$ cat config.mk
export PLATFORM = sky130hd
export DESIGN_NAME = vdp_bus_master
export DESIGN_NICKNAME = d
export VERILOG_FILES = /design/src/rtl/vdp_pkg.sv /design/src/rtl/vdp_bus_master.sv
export SDC_FILE = /design/constraint.sdc
export NUM_CORES = 1
export LEC_CHECK = 0
export CORE_MARGIN = 3
export CORE_UTILIZATION = 25
export DETAILED_ROUTE_END_ITERATION = 10
export PLACE_DENSITY = 0.59
export SLEW_MARGIN = 20
export SYNTH_ARGS = -nofsm -noshare
export SYNTH_HDL_FRONTEND = slang
export SYNTH_SLANG_ARGS = --single-unit
$ cat constraint.sdc
create_clock -name clk_100 -period 2.8 [get_ports clk_100]
set_clock_uncertainty 0.2 [all_clocks]
set_input_delay 0.42 -clock clk_100 [delete_from_list [all_inputs] [get_ports clk_100]]
set_output_delay 0.42 -clock clk_100 [all_outputs]
set_load 0.02 [all_outputs]
$ cat src/rtl/vdp_pkg.sv
// Shared VDP definitions: Z80 I/O bus-cycle states and the VDP port map.
package vdp_pkg;

  typedef enum logic [2:0] {
    IDLE = 3'd0,
    T1   = 3'd1,
    T2   = 3'd2,
    TW   = 3'd3,
    T3   = 3'd4
  } bus_state_e;

  localparam logic [7:0] VDP_PORT_DATA = 8'hBE;
  localparam logic [7:0] VDP_PORT_CTRL = 8'hBF;
  localparam logic [7:0] VDP_PORT_VCNT = 8'h7E;
  localparam logic [7:0] VDP_PORT_HCNT = 8'h7F;

  // Strobes are asserted from T2 through T3; T1 only presents the address.
  function automatic logic strobe_phase(input bus_state_e s);
    return (s == T2) || (s == TW) || (s == T3);
  endfunction

endpackage

$ cat src/rtl/vdp_bus_master.sv
// Z80-style I/O bus master: turns one command into a T1/T2/TW/T3 cycle paced by cpu_en.
// All bus outputs are registered and decoded from the next state.
module vdp_bus_master
  import vdp_pkg::*;
#(
  parameter int unsigned WAIT_STATES = 1
) (
  input  logic       clk_100,
  input  logic       rst_L,
  input  logic       cpu_en,
  input  logic       cmd_valid,
  output logic       cmd_ready,
  input  logic       cmd_wr,
  input  logic [7:0] cmd_port,
  input  logic [7:0] cmd_data,
  output logic       rsp_valid,
  output logic [7:0] rsp_data,
  output logic [7:0] addr_bus,
  output logic [7:0] data_out,
  output logic       data_oe,
  input  logic [7:0] data_in,
  output logic       IORQ_L,
  output logic       RD_L,
  output logic       WR_L,
  input  logic       WAIT_L
);

  localparam logic [3:0] WS_C = 4'(WAIT_STATES);

  bus_state_e state_q, state_d;
  logic       wr_q, wr_d;
  logic [7:0] port_q, port_d;
  logic [7:0] data_q, data_d;
  logic [3:0] tw_cnt_q, tw_cnt_d;
  logic       rsp_valid_q, rsp_valid_d;
  logic [7:0] rsp_data_q, rsp_data_d;
  logic       cmd_ready_q, cmd_ready_d;
  logic       iorq_l_q, iorq_l_d;
  logic       rd_l_q, rd_l_d;
  logic       wr_l_q, wr_l_d;
  logic       data_oe_q, data_oe_d;
  logic       busy_s;

  // Next-state sequencing and command/response capture.
  always_comb begin
    state_d     = state_q;
    wr_d        = wr_q;
    port_d      = port_q;
    data_d      = data_q;
    tw_cnt_d    = tw_cnt_q;
    rsp_valid_d = 1'b0;
    rsp_data_d  = rsp_data_q;
    case (state_q)
      IDLE: begin
        if (cmd_valid && cmd_ready_q) begin
          state_d = T1;
          wr_d    = cmd_wr;
          port_d  = cmd_port;
          data_d  = cmd_data;
        end else begin
          state_d = IDLE;
        end
      end
      T1: begin
        if (cpu_en) state_d = T2;
        else        state_d = T1;
      end
      T2: begin
        if (cpu_en) begin
          state_d  = TW;
          tw_cnt_d = 4'd0;
        end else begin
          state_d = T2;
        end
      end
      TW: begin
        // The first TW tick always counts, so WAIT_STATES=0 still yields one TW.
        if (cpu_en) begin
          if (tw_cnt_q < 4'd7) tw_cnt_d = tw_cnt_q + 4'd1;
          else                 tw_cnt_d = tw_cnt_q;
          if (((tw_cnt_q + 4'd1) >= WS_C) && WAIT_L) state_d = T3;
          else                                       state_d = TW;
        end else begin
          state_d = TW;
        end
      end
      T3: begin
        if (cpu_en) begin
          state_d = IDLE;
          if (!wr_q) begin
            rsp_valid_d = 1'b1;
            rsp_data_d  = data_in;
          end else begin
            rsp_valid_d = 1'b0;
          end
        end else begin
          state_d = T3;
        end
      end
      default: state_d = IDLE;
    endcase
  end

  // Bus outputs decoded from the next state so they change with the state register.
  always_comb begin
    busy_s      = strobe_phase(state_d);
    cmd_ready_d = (state_d == IDLE);
    iorq_l_d    = ~busy_s;
    rd_l_d      = ~(busy_s & ~wr_d);
    wr_l_d      = ~(busy_s & wr_d);
    data_oe_d   = (state_d != IDLE) & wr_d;
  end

  // State and output registers; reset forces an idle, strobes-high bus immediately.
  always_ff @(posedge clk_100 or negedge rst_L) begin
    if (!rst_L) begin
      state_q     <= IDLE;
      wr_q        <= 1'b0;
      port_q      <= 8'h00;
      data_q      <= 8'h00;
      tw_cnt_q    <= 4'd0;
      rsp_valid_q <= 1'b0;
      rsp_data_q  <= 8'h00;
      cmd_ready_q <= 1'b0;
      iorq_l_q    <= 1'b1;
      rd_l_q      <= 1'b1;
      wr_l_q      <= 1'b1;
      data_oe_q   <= 1'b0;
    end else begin
      state_q     <= state_d;
      wr_q        <= wr_d;
      port_q      <= port_d;
      data_q      <= data_d;
      tw_cnt_q    <= tw_cnt_d;
      rsp_valid_q <= rsp_valid_d;
      rsp_data_q  <= rsp_data_d;
      cmd_ready_q <= cmd_ready_d;
      iorq_l_q    <= iorq_l_d;
      rd_l_q      <= rd_l_d;
      wr_l_q      <= wr_l_d;
      data_oe_q   <= data_oe_d;
    end
  end

  assign cmd_ready = cmd_ready_q;
  assign rsp_valid = rsp_valid_q;
  assign rsp_data  = rsp_data_q;
  assign addr_bus  = port_q;
  assign data_out  = data_q;
  assign data_oe   = data_oe_q;
  assign IORQ_L    = iorq_l_q;
  assign RD_L      = rd_l_q;
  assign WR_L      = wr_l_q;

endmodule

==> summary.txt <==
GRT
  • Vias in the first global route: 1139
  • Initial antenna violation count: 0
  • GR Overflow Total: 0
  • Largest net degree at the start of global routing: 39
  • Global-route wire length before repair: 5720 um
  • GRT Overall Usage: 9.66%

Clock tree
  • H-tree levels: 2
  • CTS root buf: clkbuf_8
  • Clock Sink Count: 38
  • Post-CTS setup buffers: 0
  • CTS Hold Buffers Added: 0
  • Clock transition at path regs: 70 ps
  • CTS Buf Count: 5
  • Post-cts sizing count: 0
  • Max Root-Sink Buffers: 2
  • Clock latency on the worst-skew pair: 280 ps
  • CTS tree: built

Final layout
  • # diodes: 0
  • Fill cells: 583
  • Total Nets Final: 214
  • Share of cells above drive strength 1: 20.8%
  • Synth-to-Final Area Change: 46.4%
  • Finished Cell Area: 0.00240 mm^2

Timing
  • Final hold viol count: 0
  • Setup Viol. Count Final: 0
  • Least-Margin Pin Slew: 839 ps
  • Tmin final: 2300 ps
  • Final Max Tran Viols: 0
  • Post-route setup TNS: 0 ps
  • Headroom to the max-slew limit: 44.1%
  • Unrepaired setup endpoints after global routing: no
  • Final period util: 82.0%
  • Fmax: 436 MHz

Die
  • Initial core utilization: 26.8%
  • Row count: 28
  • Die height: 87.0 um
  • Chip Width: 87.0 um
  • Core Area: 0.00613 mm^2
  • I/O pin cnt: 60
  • Die footprint: 0.00757 mm^2

Worst setup path
  • CP Max Fanout: 15
  • Worst path cell trace: or3b_1 > or3b_1 > mux2_4
  • Cell with the most instances on the worst path: or3b_1
  • Critical path startpoint category: flip-flop
  • Slowest-stage cell, CP: or3b_1
  • Crit end category: flip-flop
  • CP required: 2770 ps
  • Critical path class: reg -> reg
  • Crit path DAT: 2270 ps
  • Slowest stage delay, CP: 610 ps

Synthesis
  • Synthesized Nets: 152
  • Synth Area per Inst: 13.7 um^2
  • Synth warn: 0
  • #FFs+latches synth: 38
  • Post-synth EDFFs: 0
  • Post-synthesis sequential area ratio: 58.2%
  • Synthesized area: 0.00164 mm^2
  • Synth cell types: 34
  • Main synth FF type: dfrtp_1
  • Fraction of registers with async set/reset: 100%
  • Syn Inst Count: 120

Drt
  • First-pass DRT Iterations: 4
  • Routed Antenna Nets: 0
  • Routed wire per std cell: 13.8 um
  • Vias: 1149
  • Vias/cell: 4.45
  • DR DRC count: 0
  • DRT iter0 DRCs: 25
  • WL final: 3560 um

Pwr
  • P_leak: 1.04 nW
  • Power Dens Cells: 1080 mW/mm^2
  • Peak supply drop: 487 uV

Place
  • RePlAce Congestion: 0.688
  • I/O Buffers: 59
  • DP Wirelength: 2590 um
  • Cell Area, Placed: 0.00230 mm^2

Hold path
  • Worst hold path class: in -> async

Outcome
  • Status: finished clean

Flow run
  • # Max-Cap Violations: 0
-- layer usage --
layer / vias up / GRT usage (%) / routed length (um)
met4: 0 / 2.55 / 27
met5: - / 0 / 0
met3: 2 / 3.31 / 301
met2: 42 / 14.8 / 1630
li1: 557 / - / -
met1: 548 / 13.0 / 1600
-- registers in the layout, summed over array words and instances, names as in the netlist, 3 cells and up --
| register | count |
|---|---|
| addr_bus | 8 |
| data_out | 8 |
| rsp_data | 8 |
| state_q | 3 |
| tw_cnt_q | 4 |
-- Yosys cell counts (all sizes together) (2+ instances only) --
cell type | instances | area share [%]
dfrtp | 35 | 53
buf | 3 | 1.7
nor2 | 4 | 1.1
o21ai | 2 | 0.61
clkbuf | 3 | 0.69
nand3b | 3 | 1.4
or3b | 2 | 1.1
ha | 2 | 1.5
a21oi | 3 | 0.91
nand4b | 3 | 1.6
o22a | 2 | 1.1
nand2 | 5 | 1.1
o22ai | 4 | 1.5
mux2 | 24 | 18
nand3 | 2 | 0.61
and3b | 2 | 1.1
o31ai | 2 | 0.91
inv | 4 | 0.91
dfstp | 3 | 4.8
-- where the power goes --
group	internal, mW	total (mW)	switching (mW)
Combinational	0.638	1.15	0.513
Sequential	0.810	0.989	0.180
Clock	0.267	0.452	0.186
-- layout by cell type (no fill, tap or decap), drive strengths merged --
master,count
clkdlybuf4s50,58
dfrtp,35
mux2,24
clkbuf,7
nand2,5
inv,4
o22ai,4
nor2,4
dfstp,3
nand4b,3
nand3b,3
a21oi,3
buf,3
or3b,2
and3b,2
o31ai,2
nand3,2
o21ai,2
o22a,2
ha,2
a21boi,1
nor2b,1
a221o,1
o311a,1
o21a,1
and2,1
or3,1
a21bo,1
nor3b,1
nand4,1
o211ai,1
a41o,1
bufinv,1
-- area by class of cell --
type	instances	area [um^2]	share of cell area, %
repair buffers	61	601	25.0
clock inverters	1	30.0	1.25
clock buffers	7	76.3	3.18
flip-flops and latches	38	955	39.7
multi-input cells	72	633	26.3
well taps	75	93.8	3.90
inverters	4	15.0	0.625
-- path summary, 6_finish.rpt --
check	from	end	slack [ps]	depth (start not counted)
hold / removal	rst_L	data_out[5]	30	1
setup reg to reg	state_q[0]	rsp_data[4]	500	3
hold reg to reg	data_out[0]	data_out[0]	310	1
max in group asynchronous	rst_L	data_out[1]	1840	1
min in group clk_100	data_out[0]	data_out[0]	310	1
setup / recovery	state_q[0]	rsp_data[4]	500	3
-- cells by family after synthesis --
| group | Yosys count | synth area share [%] |
|---|---|---|
| flops | 38 | 58.2 |
| compound gates | 20 | 8.84 |
| mux | 24 | 18.3 |
| fa+ha+maj | 2 | 1.52 |
| buf+inv | 10 | 3.28 |
| simple gates | 26 | 9.91 |
-- worst max-delay path, delay by kind of cell, from the launching register on --
family	cells	cell delay, ps
and+or+nand+nor	2	1070
muxes	1	380
DFF	1	530
-- per-stage QoR --
stage | util (%) | setup WS, ps | hold slack [ps] | instances | total power, mW
finish | 39.2 | 505 | 33.8 | 258 | 2.59
global route | 39.2 | 422 | 106 | 258 | 2.75
CTS | 39.2 | 505 | 63.6 | 258 | 2.63
detailed placement | 37.5 | 514 | 295 | 250 | 2.16
global placement | 37.5 | 553 | 289 | 250 | 2.15
floorplan | - | 838 | -75.6 | 120 | 1.62
(Power assumes the default switching activity.)
